File: src/rtl/hilo_mul_ctrl.sv
// EX-stage HI/LO controller: decodes MULT/MULTU/MTHI/MTLO/MFHI/MFLO, drives the
// iterative multiplier with stable operands, stalls until mult_end, commits HI/LO.
module hilo_mul_ctrl #(
  parameter int WIDTH = 32
) (
  input  logic               clk,
  input  logic               reset,
  input  logic               ex_valid,
  input  logic [2:0]         ex_op,
  input  logic [WIDTH-1:0]   ex_src1,
  input  logic [WIDTH-1:0]   ex_src2,
  input  logic               ex_flush,
  output logic               ex_stall,
  output logic [WIDTH-1:0]   mfhilo_data,
  output logic [WIDTH-1:0]   hi,
  output logic [WIDTH-1:0]   lo,
  output logic               mult_begin,
  output logic               mult_unsigned,
  output logic [WIDTH-1:0]   mult_op1,
  output logic [WIDTH-1:0]   mult_op2,
  input  logic [2*WIDTH-1:0] mult_product,
  input  logic               mult_end
);

  localparam logic [2:0] OP_MULT  = 3'd1;
  localparam logic [2:0] OP_MULTU = 3'd2;
  localparam logic [2:0] OP_MTHI  = 3'd3;
  localparam logic [2:0] OP_MTLO  = 3'd4;
  localparam logic [2:0] OP_MFHI  = 3'd5;

  typedef enum logic [1:0] {
    IDLE = 2'd0,
    BUSY = 2'd1,
    DONE = 2'd2
  } state_t;

  state_t state;
  state_t state_next;

  logic is_mul;
  logic ex_live;
  logic mul_start;

  assign is_mul    = ex_valid & ((ex_op == OP_MULT) | (ex_op == OP_MULTU));
  assign ex_live   = ex_valid & ~ex_flush;
  assign mul_start = (state == IDLE) & is_mul & ~ex_flush;

  always_ff @(posedge clk) begin
    if (reset) begin
      state <= IDLE;
    end else begin
      state <= state_next;
    end
  end

  // DONE always drops mult_begin for a cycle so the multiplier can clear and reload.
  always_comb begin
    state_next = state;
    ex_stall   = 1'b0;
    mult_begin = 1'b0;
    case (state)
      IDLE: begin
        if (mul_start) begin
          state_next = BUSY;
          ex_stall   = 1'b1;
        end
      end
      BUSY: begin
        mult_begin = 1'b1;
        ex_stall   = 1'b1;
        if (ex_flush) begin
          state_next = IDLE;
        end else if (mult_end) begin
          state_next = DONE;
        end
      end
      DONE: begin
        state_next = IDLE;
      end
      default: begin
        state_next = IDLE;
      end
    endcase
  end

  // Operands only load in IDLE, so they stay frozen for the whole BUSY stretch.
  always_ff @(posedge clk) begin
    if (reset) begin
      hi            <= '0;
      lo            <= '0;
      mult_op1      <= '0;
      mult_op2      <= '0;
      mult_unsigned <= 1'b0;
    end else begin
      case (state)
        IDLE: begin
          if (mul_start) begin
            mult_op1      <= ex_src1;
            mult_op2      <= ex_src2;
            mult_unsigned <= (ex_op == OP_MULTU);
          end else if (ex_live && ex_op == OP_MTHI) begin
            hi <= ex_src1;
          end else if (ex_live && ex_op == OP_MTLO) begin
            lo <= ex_src1;
          end
        end
        BUSY: begin
          if (!ex_flush && mult_end) begin
            {hi, lo} <= mult_product;
          end
        end
        default: begin
        end
      endcase
    end
  end

  assign mfhilo_data = (ex_op == OP_MFHI) ? hi : lo;

endmodule
File: config.mk
export PLATFORM = sky130hd
export DESIGN_NAME = hilo_mul_ctrl
export DESIGN_NICKNAME = d
export VERILOG_FILES = /design/src/rtl/hilo_mul_ctrl.sv
export SDC_FILE = /design/constraint.sdc
export NUM_CORES = 1
export LEC_CHECK = 0
export BUFFER_PORTS_ARGS = -buffer_cell sky130_fd_sc_hd__buf_2
export CAP_MARGIN = 20
export CORE_AREA = 2 2 116 118
export DETAILED_ROUTE_END_ITERATION = 8
export DIE_AREA = 0 0 118 120
export GPL_TIMING_DRIVEN = 0
export MAX_ROUTING_LAYER = met4
export PLACE_DENSITY = 0.78
export SLEW_MARGIN = 5
export SYNTH_ARGS = -nofsm -noshare
export SYNTH_HDL_FRONTEND = slang
export SYNTH_SLANG_ARGS = --single-unit
File: constraint.sdc
create_clock -name clk -period 4.01 [get_ports clk]
set_input_delay 0.802 -clock clk [delete_from_list [all_inputs] [get_ports clk]]
set_output_delay 0.802 -clock clk [all_outputs]
set_load 0.03 [all_outputs]
# [After elaboration in Yosys (flattened, before gate mapping)]
# Cells that the tools add are included.
# W data, S select, Z words.
[classes] n_bitwise=6 mux=17 reduce_logical=10 n_eq_ne=13
[ops] cell="$mux W32" n=8
[ops] cell="$pmux W32 S2" n=2
[ops] cell="$ne A2 B2 Y1 const B" n=4
[ops] cell="$eq A3 B2 Y1 const B" n=2
[ops] cell="$eq A3 B3 Y1 const B" n=2
[ops] cell="$mux W2" n=3
[ops] cell="$reduce_and A5 Y1" n=1
[ops] cell="$and A1 B1 Y1" n=4
[ops] cell="$ne A2 B1 Y1 const B" n=2
[ops] cell="$pmux W2 S2" n=1
[ops] cell="$reduce_and A2 Y1" n=2
[ops] cell="$reduce_and A4 Y1" n=1
[ops] cell="$eq A3 B1 Y1 const B" n=1
[ops] cell="$logic_and A1 B1 Y1" n=3
[ops] cell="$ne A3 B3 Y1 const B" n=1
[ops] cell="$eq A2 B1 Y1 const B" n=1
[ops] cell="$logic_not A2 Y1" n=1
[ops] cell="$mux W1" n=2
[ops] cell="$pmux W1 S2" n=1
[ops] cell="$reduce_bool A2 Y1" n=1
[ops] cell="$logic_not A1 Y1" n=1
[ops] cell="$not A1 Y1" n=1
[ops] cell="$or A1 B1 Y1" n=1
[totals] elab_cells=52 inputBits=136 out_inout_bits=163 reg_bits=131

# [Longest topological paths before layout]
# Gate-level depths: netlist of the first run.
[logic_depth] ltp_word=7 ltp_mapped=8 mapped_depth_nobuf=5

# [Worst setup path after synthesis of the first run]
# Ideal clock, no wire load.
[synth_timing] path_type="input to output" startpoint="in ex_op[1]" endpoint="out mfhilo_data[10]" slack_ns=1.434 cell_stages=3 arrival_ns=1.774 required_ns=3.208 n_path_buf=1 path_cell_list="nand3b_1 clkbuf_1 mux2_2"
[synth_between] elab_chain_len=2
[synth_rtl] item="start, declared" line_no="9" source="input logic [2:0] ex_op,"
[synth_rtl] item="$eq A3 B3 Y1" line_no="118" source="assign mfhilo_data = (ex_op == OP_MFHI) ? hi : lo;"
[synth_rtl] item="$mux W32" line_no="118"
[synth_rtl] item="end, declared" line_no="14" source="output logic [WIDTH-1:0] mfhilo_data,"
# No other way between the ends.

# [Worst setup path after layout of the first run]
[layout_timing] startpoint="in ex_op[1]" endpoint="out mfhilo_data[11]"
# The elaborated chain is that of the path after synthesis.

==> results.py, run 1 <==
metrics = {
    "outcome": {
        "outcome": "finished clean",
    },
    "route": {
        "wl_met3_microns": 1440,
        "drt_wl_total_microns": 20600,
        "routedLengthMet1_microns": 8540,
        "highest_layer": "met4",
        "ant_nets": 0,
        "drtPass1Iterations": 5,
        "wire_per_inst_microns": 16.8,
        "drc_errors": 0,
        "routed_via_density": 5.13,
        "dr.first_iter.drc_count": 357,
        "vias": 6300,
        "dr_wl_met2_microns": 10200,
    },
    "pwr": {
        "switching_share": 0.253,
        "p_per_area_nw_per_um2": 404,
        "leakagePower_uw": 0.00409,
        "pwr-share-clk": 0.468,
        "netSwitchingPower_uw": 853,
        "combinationalPowerShare": 0.127,
        "vdd_drop_max_uv": 258,
        "seq_power_share": 0.405,
        "p_int_uw": 2510,
    },
    "floorplan": {
        "die_area_sq_um": 14200,
        "core_area_sq_um": 13000,
        "start_util": 0.464,
        "io_pins": 299,
        "die_width_microns": 118,
        "core.rowCount": 42,
        "die_h_microns": 120,
    },
    "sta": {
        "finalCritPeriodShare": 0.839,
        "relSlewSlack": 0.513,
        "rsz0062_at_grt": "false",
        "finalSetupViolations": 0,
        "setup_tns_ns": 0,
        "tightestPinTransition_ns": 0.731,
        "finalCriticalPeriod_ns": 3.36,
        "maxSlewViolCount": 0,
        "hold_violations": 0,
        "fmaxAchievable_mhz": 297,
        "skew_ns": 0.0103,
    },
    "synthesis": {
        "synth.avg_cell_area_sq_um": 8.32,
        "syn_area_sq_um": 6020,
        "synth.area.mux_share": 0.180,
        "synth_xor_area_frac": 0.00146,
        "synth_compound_area_frac": 0.113,
        "yosys.cell_types.count": 27,
        "synth_nets": 859,
        "syn_inst": 723,
        "synth_seq_area_share": 0.436,
        "ys_ff_latch": 131,
        "yosys.area_share.simple": 0.225,
        "synth_top_family_by_area": "simple AND/OR/NAND/NOR gates",
        "synth_warnings": 0,
        "yosys.area_share.adder": 0,
    },
    "grt": {
        "overflow": 0,
        "grt_start_max_net_pins": 17,
        "grt_antenna_before_repair": 1,
        "grt_pass1_wl_microns": 31200,
        "grt_util_all_layers": 0.292,
        "grt_pass1_vias": 6066,
    },
    "placed_design": {
        "dp_hpwl_microns": 15600,
        "placed_area_sq_um": 7720,
        "port_buffers": 297,
        "gp_congestion": 0.902,
    },
    "flow_run": {
        "max_cap_viol_count": 0,
    },
    "worst_setup_path": {
        "worstSetupPathType": "input pin to output port",
        "required_ns": 3.21,
        "cp-start-kind": "input pin",
        "crit_fanout": 10,
        "end_kind": "output port",
        "worstPathArrival_ns": 2.56,
    },
    "min_path": {
        "hp-class": "flop to flop",
    },
    "clock_network": {
        "hold_buffers": 0,
        "cts_root_buf": "clkbuf_16",
        "cts.sinks": 131,
        "cts.repair.resized": 0,
        "cts_max_level": 4,
        "clk_latency_ns": 0.42,
        "cts_buffers": 17,
        "postCtsSetupRepairBufs": 0,
        "clkTransAtPathRegs_ns": 0.06,
        "tritoncts": "yes",
        "cts_buffer_depth": 2,
    },
    "cells_and_area": {
        "nets": 1175,
        "syn2layout_area_growth_pct": 38.4,
        "final_cell_area_sq_um": 8330,
        "drive_above_1_share": 0.420,
    },
}
## worst paths after layout
path	start	endpoint	slack [ns]	cells after the start
max reg2reg	state[0]	hi[18]	2.05	5
max	ex_op[1]	mfhilo_data[11]	0.65	5
min	mult_op1[30]	mult_op1[30]	0.45	2
min reg2reg	mult_op1[30]	mult_op1[30]	0.45	2
## through the flow
| stage | hold WS [ns] | utilization | setup slack [ns] | cells | total power [uW] |
|---|---|---|---|---|---|
| 2_1_floorplan | 0.581 | - | 1.43 | 723 | 1640 |
| 3_3_place_gp | 0.439 | 0.595 | 0.650 | 1196 | 1810 |
| 3_5_place_dp | 0.443 | 0.595 | 0.648 | 1196 | 1820 |
| 4_1_cts | 0.451 | 0.641 | 0.641 | 1226 | 3380 |
| 5_1_grt | 0.464 | 0.642 | 0.603 | 1227 | 3480 |
| 6_report | 0.449 | 0.642 | 0.647 | 1227 | 3370 |
## sequential cells by signal (all words and copies together) (netlist names)
signal and flops:
hi 32, state 2, mult_op2 32, lo 32
mult_unsigned 1, mult_op1 32
## area by class of cell
| class | count | area, sq um |
|---|---|---|
| multi-input cells | 536 | 3130 |
| diodes | 1 | 2.50 |
| clock inverters | 9 | 130 |
| inverters | 1 | 3.75 |
| flip-flops and latches | 131 | 2620 |
| repair buffers | 297 | 1490 |
| well taps | 176 | 220 |
| plain buffers | 55 | 263 |
| fillers | 1167 | 4650 |
| clock buffers | 21 | 470 |
## cell usage after synthesis (all sizes together)
cell     count  area share
a21oi      129        0.11
a221oi       1      0.0025
a311o        1      0.0017
a31oi        1      0.0010
and3         1      0.0010
buf         28       0.027
clkbuf      27       0.017
dfxtp      131        0.44
inv          1     0.00062
mux2        96        0.18
nand2      229        0.14
nand2b       2      0.0021
nand3        2      0.0017
nand3b       1      0.0012
nand4b       1      0.0015
nand4bb      1      0.0019
nor2         1     0.00062
nor2b       64       0.067
nor3b        1      0.0021
nor4b        2      0.0029
o21ai        1     0.00083
or3          1      0.0010
xor2         1      0.0015
## critical path, stage by stage
cell	delay, ns
buf_2	0.13
nand3b_1	0.41
buf_1	0.62
mux2_2	0.42
buf_2	0.18
## layer usage
layer  GRT usage  up-vias
met2       0.509      284
met3      0.0608       44
li1            -     3031
met4       0.108        0
met5           -        -
met1       0.333     2941
## power groups by stage
stage,Combinational (uW),Sequential [uW],Clock [uW]
floorplan,184,1460,0
global placement,423,1390,0
detailed placement,426,1390,0
CTS,429,1360,1590
global route,459,1370,1650
finish,429,1360,1580
## cells in the final DEF (no fill, tap or decap), types with 4 or more instances in the layout
| master | count |
|---|---|
| clkbuf_16 | 17 |
| nand2_1 | 229 |
| clkinvlp_4 | 4 |
| nor2b_1 | 64 |
| buf_1 | 4 |
| mux2_1 | 8 |
| buf_2 | 315 |
| clkbuf_1 | 28 |
| dfxtp_1 | 131 |
| mux2_2 | 88 |
| a21oi_1 | 129 |
## kinds of logic after synthesis
family | Yosys count
xor+xnor | 1
buf+inv | 56
simple gates | 306
flops | 131
compound gates | 133
mux | 96
Note: power is estimated with default switching activity, not from simulation.
==> inputs of run 2 (changes only) <==
- CORE_AREA: 2 2 116 118 -> unset
- CORE_ASPECT_RATIO: unset -> 1.4
- CORE_UTILIZATION: unset -> 42
- DIE_AREA: 0 0 118 120 -> unset
- PLACE_DENSITY: 0.78 -> 0.74
- clock period: 4.01 -> 3 ns (I/O delays scaled with it)
==> results.py, run 2 (synthesis results as in run 1) <==
metrics = {
    "worst_setup_path": {
        "end_kind": "output port",
        "slowest_delay_ns": 0.55,
        "crit_chain": "buf_2 > nand3b_1 > clkbuf_1 > mux2_2 > buf_2",
        "worstSetupPathType": "input pin to output port",
        "worstPathArrival_ns": 2.23,
        "path_common_cell": "buf_2",
        "cp_slowest_cell": "clkbuf_1",
        "reg2reg_slack_ns": 1.08,
        "cp-start-kind": "input pin",
        "required_ns": 2.40,
        "worstReg2RegEnd": "mult_op1[9]",
        "r2r_start": "state[0]",
        "ff2ff_path_depth": 6,
        "crit_fanout": 10,
    },
    "grt": {
        "overflow": 0,
        "grt_pass1_vias": 5664,
        "grt_start_max_net_pins": 17,
        "grt_antenna_before_repair": 0,
        "grt_util_all_layers": 0.280,
        "grt_pass1_wl_microns": 29800,
    },
    "floorplan": {
        "start_util": 0.431,
        "core_area_sq_um": 14000,
        "io_pins": 299,
        "die_area_sq_um": 14800,
        "die_h_microns": 144,
        "die_width_microns": 103,
        "core.rowCount": 51,
    },
    "sta": {
        "setup_tns_ns": 0,
        "maxSlewViolCount": 0,
        "relSlewSlack": 0.567,
        "tightestPinTransition_ns": 0.649,
        "finalSetupViolations": 0,
        "skew_ns": 0.00638,
        "finalCriticalPeriod_ns": 2.83,
        "fmaxAchievable_mhz": 353,
        "rsz0062_at_grt": "false",
        "hold_violations": 0,
        "finalCritPeriodShare": 0.944,
    },
    "clock_network": {
        "clkTransAtPathRegs_ns": 0.06,
        "cts_buffers": 17,
        "cts_max_level": 4,
        "cts_root_buf": "clkbuf_16",
        "clk_latency_ns": 0.41,
        "tritoncts": "yes",
        "cts.sinks": 131,
        "cts_buffer_depth": 2,
        "hold_buffers": 0,
    },
    "route": {
        "ant_nets": 0,
        "routed_via_density": 5.02,
        "vias": 6205,
        "wire_per_inst_microns": 16.8,
        "dr.first_iter.drc_count": 222,
        "drc_errors": 0,
        "drt_wl_total_microns": 20800,
        "drtPass1Iterations": 6,
    },
    "cells_and_area": {
        "final_cell_area_sq_um": 8410,
        "nets": 1175,
        "drive_above_1_share": 0.422,
        "layout_common_cells": "315 x buf_2, 229 x nand2_1, 131 x dfxtp_1, 129 x a21oi_1, 88 x mux2_2",
        "layout_commonest_cell": "buf_2",
        "fill_cells": 1325,
        "syn2layout_area_growth_pct": 39.8,
        "fin_cells": 1237,
    },
    "placed_design": {
        "gp_congestion": 0.867,
        "placed_area_sq_um": 7730,
        "place_inst": 1205,
        "dp_hpwl_microns": 16000,
        "port_buffers": 297,
    },
    "flow_run": {
        "max_cap_viol_count": 0,
    },
    "pwr": {
        "leakagePower_uw": 0.00413,
        "p_per_area_nw_per_um2": 567,
        "vdd_drop_max_uv": 354,
    },
    "min_path": {
        "hp-class": "input pin to flop",
        "min_to": "mult_op2[7]",
        "hold_start": "ex_src2[7]",
        "worstHoldPathCells": 3,
    },
    "outcome": {
        "outcome": "finished clean",
    },
}
==> run 2: cell count changes in the layout (fill, tap and decap cells not counted), moves of 2 or more <==
| cell | delta |
|---|---|
| bufinv_16 | +3 |
| clkbuf_8 | -2 |
| clkinv_4 | +2 |
| clkinvlp_4 | -3 |
| inv_6 | +2 |
==> run 2: stage by stage <==
stage / util / hold WS [ns] / worst slack [ns] / power (uW)
2_1_floorplan: - / 0.581 / 0.828 / 2190
3_3_place_gp: 0.553 / 0.439 / 0.0188 / 2420
3_5_place_dp: 0.553 / 0.443 / 0.0171 / 2430
4_1_cts: 0.601 / 0.410 / 0.0128 / 4800
5_1_grt: 0.602 / 0.418 / 0.0686 / 4930
6_report: 0.602 / 0.427 / 0.169 / 4770
==> run 2: layout make-up <==
cell class                      instances  area, sq um  share of cell area
Clock buffer                           19          443              0.0527
Inverter                                1         3.75            0.000446
Antenna cell                            1         2.50            0.000298
Clock inverter                         12          228              0.0271
Sequential cell                       131         2620               0.312
Timing Repair Buffer                  297         1490               0.177
Buffer                                 55          264              0.0314
Multi-Input combinational cell        536         3130               0.372
Tap cell                              185          231              0.0275
==> run 2: worst max-delay path, delay by kind of cell <==
family        cells  cell delay, ns
mux               1            0.42
buf+inv           3            0.87
simple gates      1            0.33
==> run 2: worst max path at each step <==
stage / from / end / slack (ns) / depth (start not counted)
after global routing: ex_op[1] / mfhilo_data[26] / 0.07 / 5
after CTS: ex_op[1] / mfhilo_data[14] / 0.01 / 5
after floorplan: ex_op[1] / mfhilo_data[10] / 0.83 / 3
after detailed placement: ex_op[1] / mfhilo_data[14] / 0.02 / 5
after global placement: ex_op[1] / mfhilo_data[14] / 0.02 / 5
final: ex_op[1] / mfhilo_data[26] / 0.17 / 5
==> run 2: per-layer routing <==
metal / vias up / track usage / wire length (microns)
met1: 2872 / 0.302 / 8100
met5: - / - / 0
met2: 255 / 0.495 / 10900
li1: 3036 / - / -
met3: 42 / 0.0482 / 1240
met4: 0 / 0.128 / 622
==> run 2: what timing repair did <==
action | CTS | global route
setup endpoints to repair | 0 | 10
gates resized for setup | 0 | 2
buffers inserted | 0 | 0
==> run 2: report_power, final <==
group	internal, uW	switching [uW]	leakage [uW]
sequential	1790	31.8	0.00106
clock	1580	793	0.000324
combinational	213	361	0.00275
total	3590	1190	0.00413
==> inputs of run 3 (changes only) <==
- CORE_ASPECT_RATIO: 1.4 -> unset
- CORE_UTILIZATION: 42 -> 46
- PLACE_DENSITY: 0.74 -> 0.77
- TNS_END_PERCENT: unset -> 20
- clock period: 3 -> 2.95 ns (I/O delays scaled with it)
==> results.py, run 3 (synthesis results as in run 1) <==
metrics = {
    "worst_setup_path": {
        "worstSetupStartpoint": "ex_op[1]",
        "crit_chain": "buf_2 > nand3b_1 > buf_1 > mux2_2 > buf_2",
        "slowest_delay_ns": 0.59,
        "worstPathArrival_ns": 2.27,
        "cp-start-kind": "input pin",
        "reg2reg_slack_ns": 1.03,
        "cp_top_family": "buffers and inverters",
        "cp.buffers_inverters": 3,
        "path_common_cell": "buf_2",
        "end_kind": "output port",
        "cp_slowest_cell": "buf_1",
        "ff2ff_path_depth": 6,
        "r2r_start": "state[0]",
        "worstSetupPathType": "input pin to output port",
        "crit_fanout": 10,
        "worstReg2RegEnd": "mult_op1[6]",
        "required_ns": 2.36,
    },
    "clock_network": {
        "cts_root_buf": "clkbuf_16",
        "cts_buffers": 17,
        "tritoncts": "yes",
        "cts_buffer_depth": 2,
        "postCtsSetupRepairBufs": 0,
        "clk_latency_ns": 0.41,
        "cts_max_level": 4,
        "cts.sinks": 131,
        "clkTransAtPathRegs_ns": 0.06,
    },
    "pwr": {
        "switching_share": 0.259,
        "vdd_drop_max_uv": 381,
        "leakagePower_uw": 0.00407,
        "p_per_area_nw_per_um2": 533,
        "combinationalPowerShare": 0.132,
        "netSwitchingPower_uw": 1140,
        "pwr-share-clk": 0.448,
        "p_int_uw": 3270,
        "seq_power_share": 0.420,
    },
    "grt": {
        "grt_pass1_vias": 5760,
        "grt_antenna_before_repair": 0,
        "overflow": 0,
        "grt_util_all_layers": 0.298,
        "grt_pass1_wl_microns": 29200,
        "grt_start_max_net_pins": 17,
    },
    "floorplan": {
        "die_width_microns": 116,
        "start_util": 0.475,
        "core_area_sq_um": 12700,
        "die_area_sq_um": 13500,
        "die_h_microns": 116,
        "io_pins": 299,
        "core.rowCount": 41,
    },
    "route": {
        "drtPass1Iterations": 4,
        "ant_nets": 0,
        "vias": 6196,
        "routed_via_density": 5.07,
        "dr.first_iter.drc_count": 264,
        "wire_per_inst_microns": 16.3,
        "drt_wl_total_microns": 19900,
        "drc_errors": 0,
    },
    "sta": {
        "skew_ns": 0.00716,
        "tightestPinTransition_ns": 0.705,
        "finalSetupViolations": 0,
        "finalCritPeriodShare": 0.969,
        "setup_tns_ns": 0,
        "finalCriticalPeriod_ns": 2.86,
        "hold_violations": 0,
        "maxSlewViolCount": 0,
        "relSlewSlack": 0.530,
        "rsz0062_at_grt": "true",
        "fmaxAchievable_mhz": 350,
    },
    "cells_and_area": {
        "fin_cells": 1221,
        "fin_util": 0.652,
        "nets": 1175,
        "syn2layout_area_growth_pct": 37.3,
        "final_cell_area_sq_um": 8260,
        "insertedDiodeCount": 0,
        "layout_commonest_cell": "buf_2",
        "layout_common_cells": "315 x buf_2, 229 x nand2_1, 131 x dfxtp_1, 129 x a21oi_1, 88 x mux2_2",
        "drive_above_1_share": 0.418,
    },
    "min_path": {
        "worstHoldPathCells": 2,
        "hp-class": "input pin to flop",
        "min_to": "state[1]",
        "hold_start": "ex_flush",
    },
    "placed_design": {
        "place_inst": 1192,
        "placed_area_sq_um": 7720,
        "dp_hpwl_microns": 15000,
        "gp_congestion": 0.895,
        "port_buffers": 297,
    },
    "outcome": {
        "outcome": "finished clean",
    },
    "flow_run": {
        "max_cap_viol_count": 0,
    },
}
-- run 3: cell type report --
| cell class | count | area (sq um) |
|---|---|---|
| Clock inverter | 5 | 52.6 |
| Fill cell | 1147 | 4410 |
| Buffer | 55 | 264 |
| Timing Repair Buffer | 297 | 1490 |
| Inverter | 1 | 3.75 |
| Clock buffer | 24 | 492 |
| Sequential cell | 131 | 2620 |
| Tap cell | 172 | 215 |
| Multi-Input combinational cell | 536 | 3130 |
-- run 3: how the worst max path moves through the flow --
stage	cells past startpoint	end	slack, ns
floorplan	3	mfhilo_data[10]	0.80
global placement	5	mfhilo_data[15]	-0.009
detailed placement	5	mfhilo_data[15]	0.02
CTS	5	mfhilo_data[15]	0.009
global route	5	mfhilo_data[10]	-0.01
finish	5	mfhilo_data[25]	0.09
-- run 3: metal layers --
| metal | GRT usage | wire length [microns] | vias up |
|---|---|---|---|
| li1 | - | - | 3032 |
| met1 | 0.333 | 8370 | 2866 |
| met2 | 0.517 | 9720 | 260 |
| met3 | 0.0643 | 1330 | 38 |
| met4 | 0.119 | 515 | 0 |
| met5 | - | 0 | - |
-- run 3: what timing repair did --
item / 4_1_cts / 5_1_grt
gates resized for setup: 0 / 3
hold buffers: 0 / 0
setup endpoints to repair: 0 / 10
-- run 3: power by group through the flow --
stage	clock network (uW)	registers [uW]	logic [uW]
floorplan	0	1980	250
global placement	0	1890	575
detailed placement	0	1890	579
CTS	1990	1850	581
global route	2080	1860	628
finish	1970	1850	581
-- run 3: per-stage QoR --
stage	power [uW]	hold WS (ns)	worst slack, ns
finish	4410	0.410	0.0911
floorplan	2230	0.581	0.798
global route	4560	0.404	-0.0104
detailed placement	2470	0.443	0.0202
global placement	2460	0.439	-0.00874
CTS	4420	0.394	0.00924
-- run 3: worst reg2reg max path: cells and delay by family, from the launching register on --
family	cells	cell delay, ns
buffers and inverters	2	0.89
AOI/OAI and AO/OA	1	0.15
DFF	1	0.40
and+or+nand+nor	3	0.40
